File: src/rtl/sr_cmd_debouncer.sv
// sr_cmd_debouncer
//   Command front end for sr_latch. Two raw pushbuttons (set, reset) are
//   synchronised and debounced. Each debounced press becomes a one-cycle s/r
//   command pulse. s_out and r_out are never high in the same cycle. After a
//   command, a lockout gap drops further presses.
//
// Parameters
//   DEBOUNCE_CYCLES  consecutive cycles the synced level must differ (>=1)
//   GAP_CYCLES       lockout length, counting the pulse cycle (>=0)
//
// Ports
//   clk       rising-edge clock
//   rst_n     asynchronous active-low reset
//   btn_set   raw set button (asynchronous, bouncy)
//   btn_rst   raw reset button (asynchronous, bouncy)
//   s_out     one-cycle set command
//   r_out     one-cycle reset command
//   busy      lockout active; presses seen now are dropped
//   conflict  one-cycle flag: both presses arrived together in IDLE, both dropped
//   drop_cnt  saturating 8-bit count of cycles with a drop (SRCMD_STATS_EN only)
//
// Build option
//   SRCMD_STATS_EN  adds the drop_cnt port and its counter.

// One button channel: 2-flop synchroniser, debounce counter, rising-edge event.
module sr_cmd_deb_chan #(
   parameter int DEBOUNCE_CYCLES = 4
) (
   input  logic clk,
   input  logic rst_n,
   input  logic raw,
   output logic evt
);
   localparam int CW = $clog2(DEBOUNCE_CYCLES + 1);
   localparam logic [CW-1:0] CNT_LAST = CW'(DEBOUNCE_CYCLES - 1);

   logic [1:0]    sync_q;
   logic          synced;
   logic [CW-1:0] cnt;
   logic          deb;
   logic          deb_d;

   assign synced = sync_q[1];

   always_ff @(posedge clk or negedge rst_n) begin
      if (!rst_n) begin
         sync_q <= 2'b00;
      end else begin
         sync_q <= {sync_q[0], raw};
      end
   end

   // The counter tracks how long synced has disagreed with deb. The edge that
   // would take it to DEBOUNCE_CYCLES instead flips deb and restarts the count.
   always_ff @(posedge clk or negedge rst_n) begin
      if (!rst_n) begin
         cnt   <= '0;
         deb   <= 1'b0;
         deb_d <= 1'b0;
      end else begin
         deb_d <= deb;
         if (synced != deb) begin
            if (cnt == CNT_LAST) begin
               deb <= synced;
               cnt <= '0;
            end else begin
               cnt <= cnt + CW'(1);
            end
         end else begin
            cnt <= '0;
         end
      end
   end

   // Presses only; releases produce nothing.
   assign evt = deb & ~deb_d;
endmodule

module sr_cmd_debouncer #(
   parameter int DEBOUNCE_CYCLES = 4,
   parameter int GAP_CYCLES      = 2
) (
   input  logic       clk,
   input  logic       rst_n,
   input  logic       btn_set,
   input  logic       btn_rst,
   output logic       s_out,
   output logic       r_out,
   output logic       busy,
   output logic       conflict
`ifdef SRCMD_STATS_EN
   ,
   output logic [7:0] drop_cnt
`endif
);
   localparam int NUM_CH = 2;
   localparam int GW     = (GAP_CYCLES > 0) ? $clog2(GAP_CYCLES + 1) : 1;
   localparam logic [GW-1:0] GAP_INIT = GW'(GAP_CYCLES);
   localparam logic          HAS_GAP  = (GAP_CYCLES > 0);

   localparam logic [0:0] ST_IDLE = 1'b0;
   localparam logic [0:0] ST_GAP  = 1'b1;

   // Channel 0 = set, channel 1 = reset.
   logic [NUM_CH-1:0] btn_raw;
   logic [NUM_CH-1:0] evt;

   assign btn_raw = {btn_rst, btn_set};

   for (genvar ch = 0; ch < NUM_CH; ch++) begin : g_chan
      sr_cmd_deb_chan #(
         .DEBOUNCE_CYCLES(DEBOUNCE_CYCLES)
      ) u_chan (
         .clk  (clk),
         .rst_n(rst_n),
         .raw  (btn_raw[ch]),
         .evt  (evt[ch])
      );
   end

   logic [0:0]    state;
   logic [GW-1:0] gap_cnt;
   logic          in_idle;
   logic          one_s;
   logic          one_r;
   logic          both;

   always_comb begin
      in_idle = (state == ST_IDLE);
      both    = evt[0] & evt[1];
      one_s   = evt[0] & ~evt[1];
      one_r   = evt[1] & ~evt[0];
   end

   assign busy = (state == ST_GAP);

   // Outputs are registered; a pulse only ever comes from a single event seen
   // in IDLE, so s_out and r_out are mutually exclusive by construction.
   always_ff @(posedge clk or negedge rst_n) begin
      if (!rst_n) begin
         s_out    <= 1'b0;
         r_out    <= 1'b0;
         conflict <= 1'b0;
      end else begin
         s_out    <= in_idle & one_s;
         r_out    <= in_idle & one_r;
         conflict <= in_idle & both;
      end
   end

   // gap_cnt is loaded with GAP_CYCLES on the pulse edge, so busy covers the
   // pulse cycle plus GAP_CYCLES-1 more.
   always_ff @(posedge clk or negedge rst_n) begin
      if (!rst_n) begin
         state   <= ST_IDLE;
         gap_cnt <= '0;
      end else begin
         case (state)
            ST_IDLE: begin
               if ((one_s | one_r) && HAS_GAP) begin
                  state   <= ST_GAP;
                  gap_cnt <= GAP_INIT;
               end
            end
            ST_GAP: begin
               if (gap_cnt == GW'(1)) begin
                  state <= ST_IDLE;
               end
               gap_cnt <= gap_cnt - GW'(1);
            end
            default: begin
               state   <= ST_IDLE;
               gap_cnt <= '0;
            end
         endcase
      end
   end

`ifdef SRCMD_STATS_EN
   // A drop is a simultaneous pair in IDLE, or any press during the gap.
   // At most one count per cycle.
   logic drop;

   always_comb begin
      drop = in_idle ? both : (|evt);
   end

   always_ff @(posedge clk or negedge rst_n) begin
      if (!rst_n) begin
         drop_cnt <= 8'd0;
      end else if (drop && (drop_cnt != 8'hFF)) begin
         drop_cnt <= drop_cnt + 8'd1;
      end
   end
`endif
endmodule

File: config.mk
export PLATFORM = sky130hd
export DESIGN_NAME = sr_cmd_debouncer
export DESIGN_NICKNAME = d
export VERILOG_FILES = /design/src/rtl/sr_cmd_debouncer.sv
export SDC_FILE = /design/constraint.sdc
export NUM_CORES = 1
export LEC_CHECK = 0
export ABC_CLOCK_PERIOD_IN_PS = 1300
export CAP_MARGIN = 20
export CORE_UTILIZATION = 40
export CTS_BUF_LIST = sky130_fd_sc_hd__clkbuf_4
export DETAILED_ROUTE_END_ITERATION = 8
export PLACE_DENSITY_LB_ADDON = 0.1
export SLEW_MARGIN = 20
export SYNTH_ARGS = -nofsm -noshare
export SYNTH_HDL_FRONTEND = slang
export SYNTH_SLANG_ARGS = --single-unit
File: constraint.sdc
create_clock -name clk -period 1.3 [get_ports clk]
set_input_delay 0.26 -clock clk [delete_from_list [all_inputs] [get_ports clk]]
set_output_delay 0.26 -clock clk [all_outputs]
set_load 0.01 [all_outputs]
==> reports/qor.yml <==
placement:
  dp_slack_ns: 0.0946
  post-dp-hpwl_um: 720
  globalplace.congestion: 0.668
  io_buffers: 7
  place_area_sq_um: 895
sta:
  drv_slew: 0
  layout_setup_ws_ns: 0.0601
  period_needed_ns: 1.24
  hold_viol: 0
  slew_headroom: 0.806
  fmax_ghz: 0.807
  worst_pin_slew_ns: 0.289
  layout_worst_path_cycle_share: 0.954
  finClkSkew_ns: 0.0122
  finalSetupViolCount: 0
die:
  core_sq_mm: 0.00176
  start_util: 0.435
  die_w_um: 45.8
  die-area_sq_mm: 0.00210
  io_pins: 8
  die_h_um: 45.8
  fp-row-count: 15
finish:
  drive_gt1_frac: 0.242
  final_core_util: 0.541
  num-nets-final: 76
  area_delta_synth_final_pct: 24.3
  stdcell_area_sq_um: 955
  n_antenna_cell: 0
  fill_cells: 164
power_and_ir_drop:
  p_switching_mw: 0.586
  p_clk_frac: 0.244
  p_per_area_mw_per_mm2: 2170
  ir_worst_vdd_v: 0.00109
  p_seq_frac: 0.424
  p_leak_nw: 0.463
  switching_share: 0.283
  comb_power_share: 0.332
  p_int_mw: 1.49
global_route:
  grt_first_pass_wirelength_mm: 1.73
  antenna_found_initial: 0
  overflow: 0
  grt_usage: 0.120
  grt_start_max_net_pins: 21
  grt_pass1_vias: 389
synth:
  synthTopCellsByCount: "20 x dfrtp_1, 5 x ha_1, 4 x nor3b_1"
  yosysTopAreaCellShare: 0.651
  synth-edff-count: 0
  async_flop_share: 1.00
  synth_top_cell_by_area: "dfrtp_1"
  synthFlopType: "dfrtp_1"
  yosysWarnings: 0
  synth_cell_types: 18
  ys_ff_latch: 20
  yosysSeqAreaShare: 0.651
  postSynthAreaPerCell_sq_um: 14.8
  syn_inst: 52
  syn-num-nets: 61
  syn_area_sq_um: 768
  synth.area.top_cells: "dfrtp_1 65%, ha_1 8.1%, nor3b_1 3.9%"
  yosysMostFrequentCell: "dfrtp_1"
clock_network:
  postCtsHoldBufs: 0
  cts_max_level: 1
  numClockSinks: 20
  numCtsBuffers: 3
  clk_pin_slew_ns: 0.12
  clk-insertion-delay-late_ns: 0.30
  cts_tree: "done"
  root_buffer: "clkbuf_4"
  cts_setup_buffers: 0
  clock_path_buffers: 2
routing:
  avgViaCountPerCell: 4.34
  drt_drc_violations_left: 0
  wire_per_inst_um: 11.2
  first_pass_iters: 1
  wirelength_mm: 1.02
  routed-via-count: 395
  ant_nets: 0
  drt_iter0_drc: 0
critical_path:
  path_max_fanout: 2
  critPathSlowestCell: "dfrtp_1"
  critPathLaunchType: "flip-flop"
  worst-path-buf-inv: 1
  worstSetupEndpointType: "primary output"
  cp.arrival_ns: 0.98
  cp_top_family: "flip-flops"
  cpPeakStageDelay_ns: 0.40
  cp.required_ns: 1.04
  crit_type: "flip-flop to primary output"
  path_cells: "dlygate4sd2_1"
min_path:
  hp-class: "input port to async pin"
job:
  drv_cap: 0
status:
  outcome: "complete, no violations"
through the flow:
step	hold WS [ns]	cells	TNS, ns	power, mW
finish	0.273	91	0	2.07
global route	0.315	91	-0.00577	2.23
CTS	0.273	91	0	2.07
detailed placement	0.340	87	0	1.58
global placement	0.336	87	0	1.58
floorplan	-0.0356	52	0	1.34
worst paths after layout:
path	start	end	slack (ns)	cells after the start
max in group asynchronous	rst_n	g_chan[1].u_chan.cnt[2]	0.81	2
min	rst_n	gap_cnt[1]	0.27	2
min in group clk	g_chan[1].u_chan.sync_q[0]	g_chan[1].u_chan.sync_q[1]	0.36	0
max	busy	busy	0.06	1
max reg2reg	g_chan[0].u_chan.deb_d	gap_cnt[1]	0.08	4
min reg2reg	g_chan[1].u_chan.sync_q[0]	g_chan[1].u_chan.sync_q[1]	0.36	0
power groups by stage:
stage,combinational [mW],clock [mW],sequential [mW]
after global routing,0.787,0.539,0.904
after global placement,0.684,0,0.896
after CTS,0.664,0.521,0.884
after floorplan,0.427,0,0.913
after detailed placement,0.682,0,0.900
final,0.688,0.506,0.879
what timing repair did:
item                                    CTS  global route
endpoints found under the setup margin    4             1
endpoints found under the hold margin     0             0
gates resized for setup                   4             1
kinds of logic after synthesis:
logic type,share of synthesized area
adder cells (fa/ha/maj),0.0814
AO/OA/AOI/OAI,0.00651
XOR/XNOR,0.0228
multiplexers,0.0554
flip-flops,0.651
buffers and inverters,0.0260
AND/OR/NAND/NOR,0.156
registers in the layout, indices dropped and copies added (netlist names):
register and count:
g_chan.u_chan.sync_q 4, g_chan.u_chan.deb 2, g_chan.u_chan.deb_d 2, busy 1
s_out 1, gap_cnt 2, r_out 1, g_chan.u_chan.cnt 6
conflict 1
cell type report:
| cell class | count | area, sq um | share of cell area |
|---|---|---|---|
| multi-input combinational | 27 | 260 | 0.273 |
| inverter | 4 | 15.0 | 0.0157 |
| clock buffer | 3 | 22.5 | 0.0236 |
| clock inverter | 1 | 30.0 | 0.0315 |
| tap | 25 | 31.3 | 0.0328 |
| sequential | 20 | 500 | 0.524 |
| timing repair buffer | 11 | 95.1 | 0.0996 |
cell usage in the layout (no fill, tap or decap), drive strengths merged, types with 2 or more instances in the layout:
cell type      netlist  routed
inv                  4       4
nor2b                4       4
nor3b                5       5
buf                  1       4
ha                   5       5
mux2                 2       2
nor3                 3       3
mux2i                2       2
xnor2                2       2
clkbuf               0       3
dlygate4sd2          0       4
clkdlybuf4s50        0       3
dfrtp               20      20
per-layer routing:
metal	part of all wire	global-route usage	wire, um	vias up
met4	0.0039	0.0529	4	0
met2	0.50	0.180	507	5
met3	0.025	0.0238	25	2
met1	0.47	0.169	479	193
li1	-	-	-	195
met5	0	0	0	-
(Power assumes the default switching activity.)
